$ cat src/rtl/mc_out_arbiter.sv
// Multicast output-port arbiter: round-robin over five RC sources feeding a DEPTH-entry output FIFO.
// Optional MC_OUT_ARB_STATS_EN adds saturating flit_cnt / stall_cnt outputs.
module mc_out_arbiter #(
  parameter int DEPTH    = 4,
  parameter int WIDTH    = 2,
  parameter int DATASIZE = 30,
  parameter int PORT_DIR = 0
) (
  input  logic                rc_clk,
  input  logic                rst_n,
  input  logic [DATASIZE-1:0] data_in_W,
  input  logic [4:0]          direction_in_W,
  input  logic [DATASIZE-1:0] data_in_N,
  input  logic [4:0]          direction_in_N,
  input  logic [DATASIZE-1:0] data_in_L,
  input  logic [4:0]          direction_in_L,
  input  logic [DATASIZE-1:0] data_in_E,
  input  logic [4:0]          direction_in_E,
  input  logic [DATASIZE-1:0] data_in_S,
  input  logic [4:0]          direction_in_S,
  output logic [4:0]          grant,
  output logic [DATASIZE-1:0] data_out,
  output logic                valid_out,
  input  logic                ready_in,
`ifdef MC_OUT_ARB_STATS_EN
  output logic [15:0]         flit_cnt,
  output logic [15:0]         stall_cnt,
`endif
  output logic [WIDTH:0]      fifo_count
);

  logic [DATASIZE-1:0] src_data [5];
  logic [4:0]          src_dir  [5];
  logic [4:0]          req;

  assign src_data[0] = data_in_W;  assign src_dir[0] = direction_in_W;
  assign src_data[1] = data_in_N;  assign src_dir[1] = direction_in_N;
  assign src_data[2] = data_in_L;  assign src_dir[2] = direction_in_L;
  assign src_data[3] = data_in_E;  assign src_dir[3] = direction_in_E;
  assign src_data[4] = data_in_S;  assign src_dir[4] = direction_in_S;

  genvar gi;
  generate
    for (gi = 0; gi < 5; gi++) begin : g_req
      assign req[gi] = src_dir[gi][PORT_DIR];
    end
  endgenerate

  // Direction bits belonging to other output ports are intentionally ignored here.
  logic unused_dir_bits;
  assign unused_dir_bits = ^{direction_in_W, direction_in_N, direction_in_L,
                             direction_in_E, direction_in_S};

  logic [2:0]          rr_ptr_reg;
  logic [2:0]          rr_ptr_next;
  logic [WIDTH-1:0]    wr_ptr_reg;
  logic [WIDTH-1:0]    rd_ptr_reg;
  logic [WIDTH:0]      count_reg;
  logic [WIDTH:0]      count_next;
  logic [DATASIZE-1:0] mem [DEPTH];

  logic       pop;
  logic       space;
  logic       push;
  logic       found;
  logic [2:0] sel_idx;
  logic [3:0] scan_idx;

  assign valid_out  = (count_reg != '0);
  assign pop        = valid_out & ready_in;
  // DEPTH is a power of two, so the count MSB alone flags a full FIFO.
  assign space      = ~count_reg[WIDTH] | pop;
  assign data_out   = mem[rd_ptr_reg];
  assign fifo_count = count_reg;

  always_comb begin
    found    = 1'b0;
    sel_idx  = 3'd0;
    scan_idx = 4'd0;
    for (int k = 0; k < 5; k++) begin
      scan_idx = {1'b0, rr_ptr_reg} + 4'(k);
      if (scan_idx >= 4'd5) scan_idx = scan_idx - 4'd5;
      if (!found && req[scan_idx[2:0]]) begin
        found   = 1'b1;
        sel_idx = scan_idx[2:0];
      end
    end
  end

  assign push        = found & space & rst_n;
  assign grant       = push ? (5'b00001 << sel_idx) : 5'b00000;
  assign rr_ptr_next = (sel_idx == 3'd4) ? 3'd0 : sel_idx + 3'd1;

  always_comb begin
    count_next = count_reg;
    case ({push, pop})
      2'b10:   count_next = count_reg + 1'b1;
      2'b01:   count_next = count_reg - 1'b1;
      default: count_next = count_reg;
    endcase
  end

  always_ff @(posedge rc_clk or negedge rst_n) begin
    if (!rst_n) begin
      rr_ptr_reg <= 3'd0;
      wr_ptr_reg <= '0;
      rd_ptr_reg <= '0;
      count_reg  <= '0;
    end else begin
      if (push) begin
        rr_ptr_reg <= rr_ptr_next;
        wr_ptr_reg <= wr_ptr_reg + 1'b1;
      end
      if (pop) rd_ptr_reg <= rd_ptr_reg + 1'b1;
      count_reg <= count_next;
    end
  end

  // Storage carries no reset; stale entries are unreachable once the pointers clear.
  always_ff @(posedge rc_clk) begin
    if (push) mem[wr_ptr_reg] <= src_data[sel_idx];
  end

`ifdef MC_OUT_ARB_STATS_EN
  logic [15:0] flit_cnt_reg;
  logic [15:0] stall_cnt_reg;

  always_ff @(posedge rc_clk or negedge rst_n) begin
    if (!rst_n) begin
      flit_cnt_reg  <= 16'd0;
      stall_cnt_reg <= 16'd0;
    end else begin
      if (push && flit_cnt_reg != 16'hFFFF) flit_cnt_reg <= flit_cnt_reg + 16'd1;
      if ((req != 5'd0) && !space && stall_cnt_reg != 16'hFFFF)
        stall_cnt_reg <= stall_cnt_reg + 16'd1;
    end
  end

  assign flit_cnt  = flit_cnt_reg;
  assign stall_cnt = stall_cnt_reg;
`endif

endmodule

$ cat config.mk
export PLATFORM = sky130hd
export DESIGN_NAME = mc_out_arbiter
export DESIGN_NICKNAME = d
export VERILOG_FILES = /design/src/rtl/mc_out_arbiter.sv
export SDC_FILE = /design/constraint.sdc
export NUM_CORES = 1
export LEC_CHECK = 0
export CAP_MARGIN = 10
export CORE_ASPECT_RATIO = 1.2
export CORE_UTILIZATION = 38
export CTS_CLUSTER_SIZE = 14
export DETAILED_ROUTE_END_ITERATION = 12
export PLACE_DENSITY = 0.63
export SLEW_MARGIN = 10
export SYNTH_ARGS = -nofsm -noshare
export SYNTH_HDL_FRONTEND = slang
export SYNTH_SLANG_ARGS = --single-unit
$ cat constraint.sdc
create_clock -name rc_clk -period 6.75 [get_ports rc_clk]
set_clock_uncertainty 0.1 [all_clocks]
set_input_delay 1.35 -clock rc_clk [delete_from_list [all_inputs] [get_ports rc_clk]]
set_output_delay 1.35 -clock rc_clk [all_outputs]
set_load 0.01 [all_outputs]
==> impl_metrics.env, run 1 <==
export IMPL_slew_headroom_pct=41.5
export IMPL_synthAdderAreaFrac_pct=3.55
export IMPL_vias=5221
export IMPL_synth_xor_area_share_pct=1.17
export IMPL_post_cts_resize_count=0
export IMPL_ys_flop_type="edfxtp_1"
export IMPL_cp_end_kind="output pin"
export IMPL_syn_nets=716
export IMPL_synth_edf_count=120
export IMPL_synthesis_area_um2=7480
export IMPL_track_usage_pct=18.5
export IMPL_cts_tree="yes"
export IMPL_cpPeakStageDelay_ps=580
export IMPL_worstPathCellList="clkdlybuf4s50_1 -> mux4_1 -> mux2_4 -> a22oi_4 -> o2111ai_2 -> nor3_4 -> and3_1 -> a21o_2 -> inv_1 -> ha_1 -> ha_1 -> and2_1 -> clkdlybuf4s50_1"
export IMPL_root_buffer="clkbuf_16"
export IMPL_worst_pin_slew_ps=877
export IMPL_drv_cap=0
export IMPL_ios=217
export IMPL_drt_pass1_iterations=4
export IMPL_die_w_um=130
export IMPL_cts_setup_buffers=0
export IMPL_antenna_cells=0
export IMPL_rsz0062_at_grt="no"
export IMPL_final_nets=910
export IMPL_nFillCells=1606
export IMPL_cp_slowest_cell="mux4_1"
export IMPL_post_route_min_period_ps=6490
export IMPL_setup_viol=0
export IMPL_setup_tns_ps=0
export IMPL_wl_um=18400
export IMPL_max_freq_ghz=0.154
export IMPL_final_util_pct=53.9
export IMPL_chipHeight_um=156
export IMPL_htreeDepth=4
export IMPL_design_core_area_um2=19100
export IMPL_yosysWarnings=0
export IMPL_synth_top_family_by_area="multiplexers"
export IMPL_drc=0
export IMPL_period_share_pct=96.1
export IMPL_clk_pin_slew_worst_paths_ps=60
export IMPL_antenna_found_initial=0
export IMPL_path_max_fanout=9
export IMPL_grt_pass1_vias=5518
export IMPL_synth_seq_area_share_pct=51.5
export IMPL_hpwl_um=13200
export IMPL_wl_per_cell_um=18.8
export IMPL_num_rows=55
export IMPL_globalplace_congestion=0.869
export IMPL_ant_nets=0
export IMPL_worstSetupPathType="input port to output pin"
export IMPL_ys_ff_latch=130
export IMPL_arrival_ps=5040
export IMPL_hold_viol_final=0
export IMPL_synthSimpleGateAreaFrac_pct=7.20
export IMPL_largest_reg_flops=120
export IMPL_async_flop_share_pct=7.69
export IMPL_clk_latency_ps=410
export IMPL_die_area_um2=20200
export IMPL_avgSynthCellArea_um2=14.4
export IMPL_portBuffers=196
export IMPL_synth_compound_area_share_pct=12.1
export IMPL_grt_overflow_total=0
export IMPL_synth_mux_area_share_pct=19.6
export IMPL_cts_path_max_buffers=2
export IMPL_hold_class="flip-flop to flip-flop"
export IMPL_finalMaxSlewViolations=0
export IMPL_outcome="finished clean"
export IMPL_start_util_pct=39.2
export IMPL_grt_max_degree=40
export IMPL_numCtsBuffers=17
export IMPL_vias_per_cell=5.32
export IMPL_grt_pass1_wl_um=28000
export IMPL_syn_to_final_growth_pct=37.5
export IMPL_cp_required_ps=5300
export IMPL_hold_buffers=0
export IMPL_clock_sinks=130
export IMPL_synthCells=518
export IMPL_start_kind="input port"
export IMPL_ys_types=67
export IMPL_dr_first_iter_drc_count=240
export IMPL_drive_gt1_share_pct=17.7
## per-stage QoR
stage	worst slack, ps	std cells	area, um2	hold WS (ps)
after global routing	72.5	981	10300	398
after global placement	367	949	9620	365
after detailed placement	303	949	9620	370
after CTS	291	981	10300	381
after floorplan	1290	518	7480	426
final	265	981	10300	382
## synth_stat cells (all sizes together) (4+ instances only)
library cell,number,area [um2]
o21ai,13,65.1
nand2,49,186
edfxtp,120,3600
inv,21,78.8
and2,7,43.8
buf,25,239
nor3,8,51.3
clkbuf,12,45.0
o211ai,5,37.5
xnor2,8,70.1
mux2i,69,691
a211oi,4,35.0
dfrtp,10,250
nand2b,4,25.0
nor2,12,45.0
and3,5,31.3
o221ai,29,435
mux4,33,751
ha,18,225
a21oi,9,45.0
nand3,6,35.0
## cell type report
type                       count  area (um2)  share of cell area [%]
tap                          256         320                    3.12
multi-input combinational    330        3280                    31.9
inverter                      21        78.8                   0.767
clock buffer                  21         460                    4.48
sequential                   130        3850                    37.5
timing repair buffer         212        2080                    20.3
clock inverter                11         200                    1.95
## routing by layer
layer | vias up | wire (um) | track usage, %
met3 | 28 | 1150 | 4.32
met1 | 2564 | 7140 | 20.2
li1 | 2453 | - | -
met4 | 0 | 412 | 6.76
met5 | - | 0 | 0
met2 | 176 | 9740 | 34.4
## cells by family (layout without fill, tap and decap cells)
kind of cell    count (synthesis)  in the layout
buf+inv                        58            265
mux                           104            104
compound gates                 91             91
xor+xnor                       10             10
simple gates                  105            105
fa+ha+maj                      20             20
flops                         130            130
## layout by cell type (no fill, tap or decap), types with 5 or more instances in the layout
cell type / count
dfrtp_1: 9
mux4_2: 31
clkdlybuf4s50_1: 196
nor3_1: 7
xnor2_1: 8
and3_1: 5
bufinv_16: 5
edfxtp_1: 120
inv_1: 19
o221ai_2: 29
nor2_1: 12
ha_1: 18
nand3_1: 5
clkbuf_16: 17
mux2i_1: 69
buf_4: 16
o21ai_0: 13
nand2_1: 48
a21oi_1: 9
o211ai_1: 5
## final timing paths
check	start	cells after the start	end	slack, ps
min in group asynchronous	rst_n	1	rr_ptr_reg[0]	1170
worst min-delay path	rd_ptr_reg[0]	1	rd_ptr_reg[0]	380
worst max-delay path	direction_in_N[0]	13	grant[3]	260
max in group asynchronous	rst_n	1	rd_ptr_reg[0]	5020
worst max register to register	rr_ptr_reg[1]	14	mem[3][22]	1870
worst min register to register	rd_ptr_reg[0]	1	rd_ptr_reg[0]	380
## worst max-delay path: cells and delay by family
kind,cells,cell delay (ps)
buf+inv,3,1120
mux,2,890
simple gates,3,660
compound gates,3,600
fa+ha+maj,2,390
Power of run 1 is left out: the tool's default activity adds up to more than one toggle a clock period on the data nets, which glitch-free logic cannot reach.
==> inputs of run 2 (changes only) <==
SLEW_MARGIN = not set   (was 10)
==> results of run 2 <==
No change in the layout: final DEF, timing and power equal those of run 1.
Power of run 2 is left out for the same reason.
